File: config.mk
export PLATFORM = sky130hd
export DESIGN_NAME = melody_player_flat
export DESIGN_NICKNAME = d
export VERILOG_FILES = /design/src/rtl/melody_player_if.sv /design/src/rtl/melody_player.sv /design/src/flat_wrapper.sv
export SDC_FILE = /design/constraint.sdc
export NUM_CORES = 1
export LEC_CHECK = 0
export BUFFER_PORTS_ARGS = -buffer_cell sky130_fd_sc_hd__buf_2
export CAP_MARGIN = 20
export CORE_AREA = 2 2 75 77
export CTS_CLUSTER_DIAMETER = 100
export DETAILED_ROUTE_END_ITERATION = 8
export DIE_AREA = 0 0 77 79
export HOLD_SLACK_MARGIN = 0.1
export MAX_ROUTING_LAYER = met4
export PLACE_DENSITY_LB_ADDON = 0.12
export SLEW_MARGIN = 10
export SYNTH_ARGS = -nofsm -noshare
export SYNTH_HDL_FRONTEND = slang
export SYNTH_SLANG_ARGS = --single-unit
File: constraint.sdc
create_clock -name clk -period 4 [get_ports clk]
set_clock_uncertainty 0.05 [all_clocks]
set_input_delay 0.8 -clock clk [delete_from_list [all_inputs] [get_ports clk]]
set_output_delay 0.8 -clock clk [all_outputs]
set_load 0.05 [all_outputs]
File: src/rtl/melody_player_if.sv
// Control/output bundle between the user-control logic and the melody sequencer.
// The master drives start/stop and observes the tone outputs; the slave is the player itself.
interface melody_player_if;
  logic        start;
  logic        stop;
  logic [31:0] freq;
  logic [2:0]  note_idx;
  logic        busy;
  logic        done;

  modport master (
    output start, stop,
    input  freq, note_idx, busy, done
  );

  modport slave (
    input  start, stop,
    output freq, note_idx, busy, done
  );
endinterface

File: src/rtl/melody_player.sv
// Fixed 8-note tone sequencer feeding a square-wave stage; outputs registered, start/stop act one cycle after sampling.
// No backpressure: stop aborts at once, start is ignored while busy. MELODY_LOOP_EN makes the song repeat forever.
module melody_player #(
  parameter int CLK_FREQ = 50000000,
  parameter int GAP_MS   = 20
) (
  input  logic           clk,
  input  logic           rst,
  melody_player_if.slave bus
);

  localparam int                TICKS_PER_MS = CLK_FREQ / 1000;
  localparam int                TICK_W       = (TICKS_PER_MS > 1) ? $clog2(TICKS_PER_MS) : 1;
  localparam logic [TICK_W-1:0] TICK_LAST    = TICK_W'(TICKS_PER_MS - 1);
  localparam logic [15:0]       GAP_LEN      = 16'(GAP_MS);
  localparam bit                HAS_GAP      = (GAP_MS > 0);

  typedef enum logic [1:0] {IDLE, PLAY, GAP, DONE} state_t;

  typedef struct packed {
    logic [15:0] hz;
    logic [15:0] ms;
  } note_t;

  function automatic note_t note_lookup(input logic [2:0] idx);
    note_t n;
    case (idx)
      3'd0:    n = '{hz: 16'd262, ms: 16'd250};
      3'd1:    n = '{hz: 16'd294, ms: 16'd250};
      3'd2:    n = '{hz: 16'd330, ms: 16'd250};
      3'd3:    n = '{hz: 16'd349, ms: 16'd250};
      3'd4:    n = '{hz: 16'd392, ms: 16'd500};
      3'd5:    n = '{hz: 16'd0,   ms: 16'd250};
      3'd6:    n = '{hz: 16'd392, ms: 16'd250};
      default: n = '{hz: 16'd262, ms: 16'd500};
    endcase
    return n;
  endfunction

  state_t            state_q, state_d;
  logic [2:0]        note_q, note_d;
  logic [TICK_W-1:0] tick_q, tick_d;
  logic [15:0]       ms_q, ms_d;
  logic [31:0]       freq_q, freq_d;
  logic              busy_q, busy_d;
  logic              done_q, done_d;

  note_t             cur_note;
  logic [15:0]       period_len;
  logic              period_end;
  state_t            adv_state;
  logic [2:0]        adv_note;
  logic              enter;

  // period_end marks the final cycle of the current PLAY or GAP interval
  always_comb begin
    cur_note   = note_lookup(note_q);
    period_len = (state_q == GAP) ? GAP_LEN : cur_note.ms;
    period_end = (tick_q == TICK_LAST) && (ms_q == period_len - 16'd1);
  end

  always_comb begin
    adv_state = PLAY;
    adv_note  = note_q + 3'd1;
`ifdef MELODY_LOOP_EN
    // 3-bit increment wraps note 7 back to note 0
    adv_state = PLAY;
`else
    if (note_q == 3'd7) begin
      adv_state = DONE;
      adv_note  = note_q;
    end
`endif
  end

  always_comb begin
    state_d = state_q;
    note_d  = note_q;
    enter   = 1'b0;
    case (state_q)
      IDLE: begin
        if (bus.start) begin
          state_d = PLAY;
          note_d  = 3'd0;
          enter   = 1'b1;
        end
      end
      PLAY: begin
        if (period_end) begin
          enter = 1'b1;
          if (HAS_GAP) begin
            state_d = GAP;
          end else begin
            state_d = adv_state;
            note_d  = adv_note;
          end
        end
      end
      GAP: begin
        if (period_end) begin
          enter   = 1'b1;
          state_d = adv_state;
          note_d  = adv_note;
        end
      end
      DONE: begin
        state_d = IDLE;
        enter   = 1'b1;
      end
      default: begin
        state_d = IDLE;
        enter   = 1'b1;
      end
    endcase

    if (bus.stop) begin
      state_d = IDLE;
      note_d  = note_q;
      enter   = 1'b1;
    end

    // counters idle at zero and restart on every state entry
    tick_d = tick_q;
    ms_d   = ms_q;
    if (enter || !(state_q inside {PLAY, GAP})) begin
      tick_d = '0;
      ms_d   = '0;
    end else if (tick_q == TICK_LAST) begin
      tick_d = '0;
      ms_d   = ms_q + 16'd1;
    end else begin
      tick_d = tick_q + TICK_W'(1);
    end

    freq_d = (state_d == PLAY) ? {16'd0, note_lookup(note_d).hz} : 32'd0;
    busy_d = (state_d == PLAY) || (state_d == GAP);
    done_d = (state_d == DONE);
  end

  always_ff @(posedge clk) begin
    if (rst) begin
      state_q <= IDLE;
      note_q  <= 3'd0;
      tick_q  <= '0;
      ms_q    <= 16'd0;
      freq_q  <= 32'd0;
      busy_q  <= 1'b0;
      done_q  <= 1'b0;
    end else begin
      state_q <= state_d;
      note_q  <= note_d;
      tick_q  <= tick_d;
      ms_q    <= ms_d;
      freq_q  <= freq_d;
      busy_q  <= busy_d;
      done_q  <= done_d;
    end
  end

  assign bus.freq     = freq_q;
  assign bus.note_idx = note_q;
  assign bus.busy     = busy_q;
  assign bus.done     = done_q;

endmodule

File: src/flat_wrapper.sv
// flat-port wrapper written by rule: the top's interface ports become plain ports
module melody_player_flat 
#(
  parameter int CLK_FREQ = 50000000,
  parameter int GAP_MS   = 20
)
  (clk, rst, bus_start, bus_stop, bus_freq, bus_note_idx, bus_busy, bus_done);
  melody_player_if bus_i ();
  input  logic clk;
  input  logic rst;
  input wire logic [$bits(bus_i.start)-1:0] bus_start;
  input wire logic [$bits(bus_i.stop)-1:0] bus_stop;
  output wire logic [$bits(bus_i.freq)-1:0] bus_freq;
  output wire logic [$bits(bus_i.note_idx)-1:0] bus_note_idx;
  output wire logic [$bits(bus_i.busy)-1:0] bus_busy;
  output wire logic [$bits(bus_i.done)-1:0] bus_done;
  assign bus_i.start = bus_start;
  assign bus_i.stop = bus_stop;
  assign bus_freq = bus_i.freq;
  assign bus_note_idx = bus_i.note_idx;
  assign bus_busy = bus_i.busy;
  assign bus_done = bus_i.done;
  melody_player #(.CLK_FREQ(CLK_FREQ), .GAP_MS(GAP_MS)) u_core (.clk(clk), .rst(rst), .bus(bus_i));
endmodule
==> results of run 1 <==
==> metal layers <==
layer / up-vias / global-route usage [%] / routed length (um)
li1: 1015 / - / -
met1: 893 / 20.2 / 2250
met2: 37 / 27.4 / 2080
met5: - / - / 0
met3: 5 / 3.75 / 190
met4: 0 / 4.82 / 48
==> worst max-delay path, stage by stage, from the launching register on <==
cell and delay, ns:
dfxtp_1 0.44, ha_1 0.26, o21bai_1 0.10, a2111oi_0 0.65
o221a_2 0.37, nand3_1 0.11, o31a_1 0.29, a21oi_1 0.21
ha_1 0.20, nor2b_1 0.21, nand2_1 0.13, nor4_1 0.18
==> kinds of logic after synthesis <==
logic type,share of synthesized area [%]
mux,0.769
fa+ha+maj,5.77
xor+xnor,10.1
flops,36.2
compound gates,11.4
buf+inv,9.81
simple gates,25.9
other cells,0.144
==> layout make-up <==
type	count	area, um2	share of cell area, %
Multi-Input combinational cell	233	1490	53.8
Sequential cell	47	941	34.0
Timing Repair Buffer	18	92.6	3.35
Tap cell	72	90.1	3.25
Clock buffer	6	82.6	2.98
Inverter	10	37.5	1.36
Clock inverter	2	35.0	1.27
==> power by group <==
part           total (W)  leakage [nW]  switching (W)  internal (W)
registers       0.000471         0.379    0.000000955      0.000470
logic          0.0000760         0.632      0.0000678    0.00000823
clock network   0.000355        0.0612       0.000153      0.000202
total           0.000902          1.07       0.000222      0.000681
==> state kept, by name (all words and copies together) (netlist names) <==
| name | count |
|---|---|
| u_core.bus.note_idx | 3 |
| u_core.bus.busy | 1 |
| u_core.ms_q | 16 |
| u_core.state_q | 2 |
| u_core.bus.done | 1 |
| u_core.tick_q | 16 |
| u_core.bus.freq | 8 |
==> worst min-delay path by stage <==
| stage | start | slack, ns | endpoint | cells past startpoint |
|---|---|---|---|---|
| after detailed placement | u_core.tick_q[0] | 0.40 | u_core.tick_q[0] | 1 |
| final | u_core.tick_q[0] | 0.42 | u_core.tick_q[0] | 1 |
| after floorplan | u_core.tick_q[0] | 0.38 | u_core.tick_q[0] | 1 |
| after CTS | u_core.tick_q[0] | 0.42 | u_core.tick_q[0] | 1 |
| after global routing | u_core.tick_q[0] | 0.45 | u_core.tick_q[0] | 1 |
| after global placement | u_core.tick_q[0] | 0.39 | u_core.tick_q[0] | 1 |
==> cells in the final DEF, fill, tap and decap left out, types with 3 or more instances in the layout <==
cell type / instances
inv_1: 10
nand4_1: 7
nor2b_1: 6
ha_1: 12
nor4_1: 3
nor3_1: 4
and3_1: 4
dfxtp_1: 47
a21oi_1: 6
conb_1: 23
nor2_1: 50
nand2_1: 22
xnor2_1: 16
xor2_1: 14
buf_2: 17
nand3_1: 16
clkbuf_8: 6
==> stage by stage <==
| stage | util [%] | instances | cell area (um2) |
|---|---|---|---|
| finish | 51.9 | 388 | 2770 |
| global route | 51.9 | 388 | 2770 |
| CTS | 51.9 | 388 | 2770 |
| detailed placement | 49.6 | 380 | 2650 |
| global placement | 49.6 | 380 | 2650 |
| floorplan | - | 322 | 2690 |
==> Yosys cell counts, types with 2 or more instances <==
master / instances / area [um2]
nor2_1: 50 / 188
dfxtp_1: 47 / 941
buf_4: 25 / 188
nand2_1: 22 / 82.6
nand3_1: 16 / 80.1
xnor2_1: 16 / 140
xor2_1: 14 / 123
ha_1: 12 / 150
inv_1: 10 / 37.5
nand4_1: 7 / 43.8
a21oi_1: 6 / 30.0
nor2b_1: 6 / 37.5
and3_1: 4 / 25.0
clkbuf_1: 4 / 15.0
nor3_1: 4 / 20.0
buf_2: 3 / 15.0
nor4_1: 3 / 18.8
a21boi_0: 2 / 15.0
a21o_1: 2 / 15.0
a31oi_1: 2 / 12.5
a41oi_1: 2 / 17.5
and4_1: 2 / 17.5
mux2i_1: 2 / 20.0
nand2b_1: 2 / 12.5
nand3b_1: 2 / 15.0
nor4_2: 2 / 25.0
o21ai_0: 2 / 10.0
o21bai_1: 2 / 15.0
o31ai_1: 2 / 15.0
or3_1: 2 / 12.5
or4_1: 2 / 15.0
or4b_1: 2 / 20.0
==> results.toml, run 1 <==
[outcome]
outcome = "finished, final reports clean"

[grt]
antenna_found_initial = 0
grt_max_degree = 18
first_global_vias = 1835
overflow = 0
grt_pass1_wl_um = 7930
grt_use_total_pct = 16.4

[die]
fp.dieW_um = 77
rows = 27
top_level_ports = 41
initial_core_util_pct = 48.8
coreArea_mm2 = 0.00534
die_area_mm2 = 0.00608
fp.dieH_um = 79

[timing]
fin_crit_ns = 3.29
drv_slew = 0
hold_ws_ns = 0.417
finalHoldViolCount = 0
worst_slew_pin_slew_ns = 0.760
tns_ns = 0
slew_headroom_pct = 49.2
timing.fmax_mhz = 304
rsz0062_at_grt = "no"
final-setup-viol-count = 0
fin_ws_ns = 0.709
period_share_pct = 82.3

[finish]
diodes = 0
drive_above_1_share_pct = 11.7
fillers = 529
nNetsFinal = 331
syn_to_final_growth_pct = 6.35

[clock_tree]
cts_buffer_depth = 2
ctsHtreeMaxLevel = 2
cts_resized = 0
clock_sinks = 47
clk_pin_slew_ns = 0.09
tritoncts = "built"
clock_latency_ns = 0.30
postCtsSetupBuffers = 0
postCtsHoldBufs = 0
cts_buffers = 5
root_buffer = "clkbuf_8"

[synth]
synth.avg_cell_area_um2 = 8.67
synth_area_mm2 = 0.00260
synth_edf_count = 0
syn_inst = 300
ys.warnings.count = 0
synth_cell_types = 53
synth_sequential_area_ratio_pct = 36.2
ys_async_sr_fraction_pct = 0
synth_seq_cells = 47
synth_flop_cell = "dfxtp_1"

[drt]
wl_um = 4560
drc = 0
ant_nets = 0
post_drt_wl_per_cell_um = 11.8
dr.first_iter.drc_count = 115
drt-vias-per-instance = 5.03
dr_total_vias = 1950
firstDrtPassIters = 4

[critical_path]
endpoint_kind = "flip-flop"
startpoint = "u_core.bus.note_idx[1]"
ff2ff_setup_slack_ns = 0.71
critPathLaunchType = "flip-flop"
rr_startpoint = "u_core.bus.note_idx[1]"
crit_required_ns = 4.15
crit_path_end = "u_core.bus.freq[5]"
timing.rr.end = "u_core.bus.freq[5]"
reg2regPathDepth = 11
cp.arrival_ns = 3.44
cp_max_fo = 6
crit_type = "reg -> reg"

[power]
power_leakage_nw = 1.07
total_power_w = 0.000902
ir_drop_mv = 0.220
p_per_area_mw_per_mm2 = 326

[placed_design]
routabilityCongestion = 0.886
dp_slack_ns = 0.726
port-buffer-count = 17
dpl.hpwl_um = 3440

[worst_hold_path]
hold_path_class = "reg -> reg"

[job]
drv_cap = 0
No activity file was read; power rests on OpenSTA's default activity.
==> inputs of run 2 (changes only) <==
- clock period: 4 -> 2.9 ns (I/O delays scaled with it)
==> run 2 against run 1 <==
  * Worst setup slack got worse by 0.57 ns
  * Combinational power increased by 43%
  * Global-route usage increased by 0.99 points
  * Non-clock buffer count increased by 24
==> results.toml, run 2 (synthesis results as in run 1) <==
[finish]
syn_to_final_growth_pct = 15.3
final_common_cell = "nor2_1"
diodes = 0
finalCoreUtilization_pct = 56.2
final_cell_area_mm2 = 0.00300
nNetsFinal = 355
layout_common_cells = "nor2_1, dfxtp_1, buf_4"
drive_above_1_share_pct = 21.5
fillers = 520

[outcome]
outcome = "finished, final reports clean"

[placed_design]
routabilityCongestion = 0.841
place_area_mm2 = 0.00282
dpl.hpwl_um = 3750
port-buffer-count = 17

[drt]
drc = 0
wl_um = 5040
post_drt_wl_per_cell_um = 12.2
drt-vias-per-instance = 4.95
dr.first_iter.drc_count = 74
ant_nets = 0
firstDrtPassIters = 4
dr_total_vias = 2041

[die]
fp.dieH_um = 79
coreArea_mm2 = 0.00534
initial_core_util_pct = 48.8
die_area_mm2 = 0.00608
fp.dieW_um = 77
rows = 27
top_level_ports = 41

[timing]
slew_headroom_pct = 52.0
fin_crit_ns = 2.76
finalHoldViolCount = 0
period_share_pct = 95.1
worst_slew_pin_slew_ns = 0.717
final-setup-viol-count = 0
drv_slew = 0
timing.fmax_mhz = 363

[clock_tree]
tritoncts = "built"
ctsHtreeMaxLevel = 2
postCtsHoldBufs = 0
cts_buffer_depth = 2
clk_pin_slew_ns = 0.08
cts_buffers = 5
clock_latency_ns = 0.29
root_buffer = "clkbuf_8"
clock_sinks = 47

[power]
ir_drop_mv = 0.220
power_leakage_nw = 1.20
p_per_area_mw_per_mm2 = 394

[grt]
grt_pass1_wl_um = 8330
overflow = 0
grt_use_total_pct = 17.4
first_global_vias = 1885
grt_max_degree = 18
antenna_found_initial = 0

[critical_path]
crit_type = "reg -> reg"
crit_required_ns = 3.03
critPathLaunchType = "flip-flop"
cp.arrival_ns = 2.89
endpoint_kind = "flip-flop"
cp_max_fo = 6

[worst_hold_path]
hold_path_class = "reg -> reg"

[job]
drv_cap = 0
==> run 2: routing by layer <==
metal  share of wire [%]  GRT usage [%]
met5                   0              -
met4                 1.2           6.61
met3                 3.7           3.41
met2                  48           28.8
met1                  47           21.4
==> run 2: final timing paths <==
kind | startpoint | to | slack, ns | depth (start not counted)
worst max-delay path | u_core.state_q[0] | u_core.bus.freq[1] | 0.14 | 11
worst min-delay path | u_core.tick_q[0] | u_core.tick_q[0] | 0.42 | 1
worst max register to register | u_core.state_q[0] | u_core.bus.freq[1] | 0.14 | 11
worst min register to register | u_core.tick_q[0] | u_core.tick_q[0] | 0.42 | 1
==> run 2: per-stage QoR <==
step | power [W] | instances | setup TNS [ns] | hold slack [ns] | setup slack, ns
6_report | 0.00118 | 412 | 0 | 0.417 | 0.142
5_1_grt | 0.00124 | 412 | -0.0274 | 0.432 | -0.0244
2_1_floorplan | 0.000783 | 322 | 0 | 0.376 | 0.0184
3_5_place_dp | 0.000770 | 401 | 0 | 0.402 | 0.00437
3_3_place_gp | 0.000770 | 401 | 0 | 0.391 | 0.0603
4_1_cts | 0.00120 | 410 | 0 | 0.422 | 0.00275
==> run 2: timing repair <==
item	in CTS	in global routing
gates cloned	0	0
hold endpoints to repair	0	0
buffers inserted	1	2
resized for setup	2	11
endpoints found under the setup margin	2	18
pin swaps	0	6
==> run 2: critical path: stages, from the launching register on <==
cell and delay [ns]:
dfxtp_1 0.36, inv_1 0.09, ha_2 0.23, o311a_1 0.39, o221a_2 0.32, a41o_1 0.24, a221o_1 0.33, a21o_1 0.17
ha_2 0.17, nor2b_4 0.13, nand2_2 0.08, mux2i_1 0.07
==> run 2: where the power goes <==
| group | switching (W) | internal, W |
|---|---|---|
| registers | 0.00000124 | 0.000648 |
| logic | 0.0000955 | 0.0000131 |
| clock network | 0.000206 | 0.000218 |
==> run 2: area by class of cell <==
cell class                 count  area [um2]  share of cell area [%]
clock buffer                   8         100                    3.33
inverter                      10        37.5                    1.25
multi-input combinational    233        1560                    51.9
sequential                    47         943                    31.4
tap                           72        90.1                    3.00
timing repair buffer          42         273                    9.09
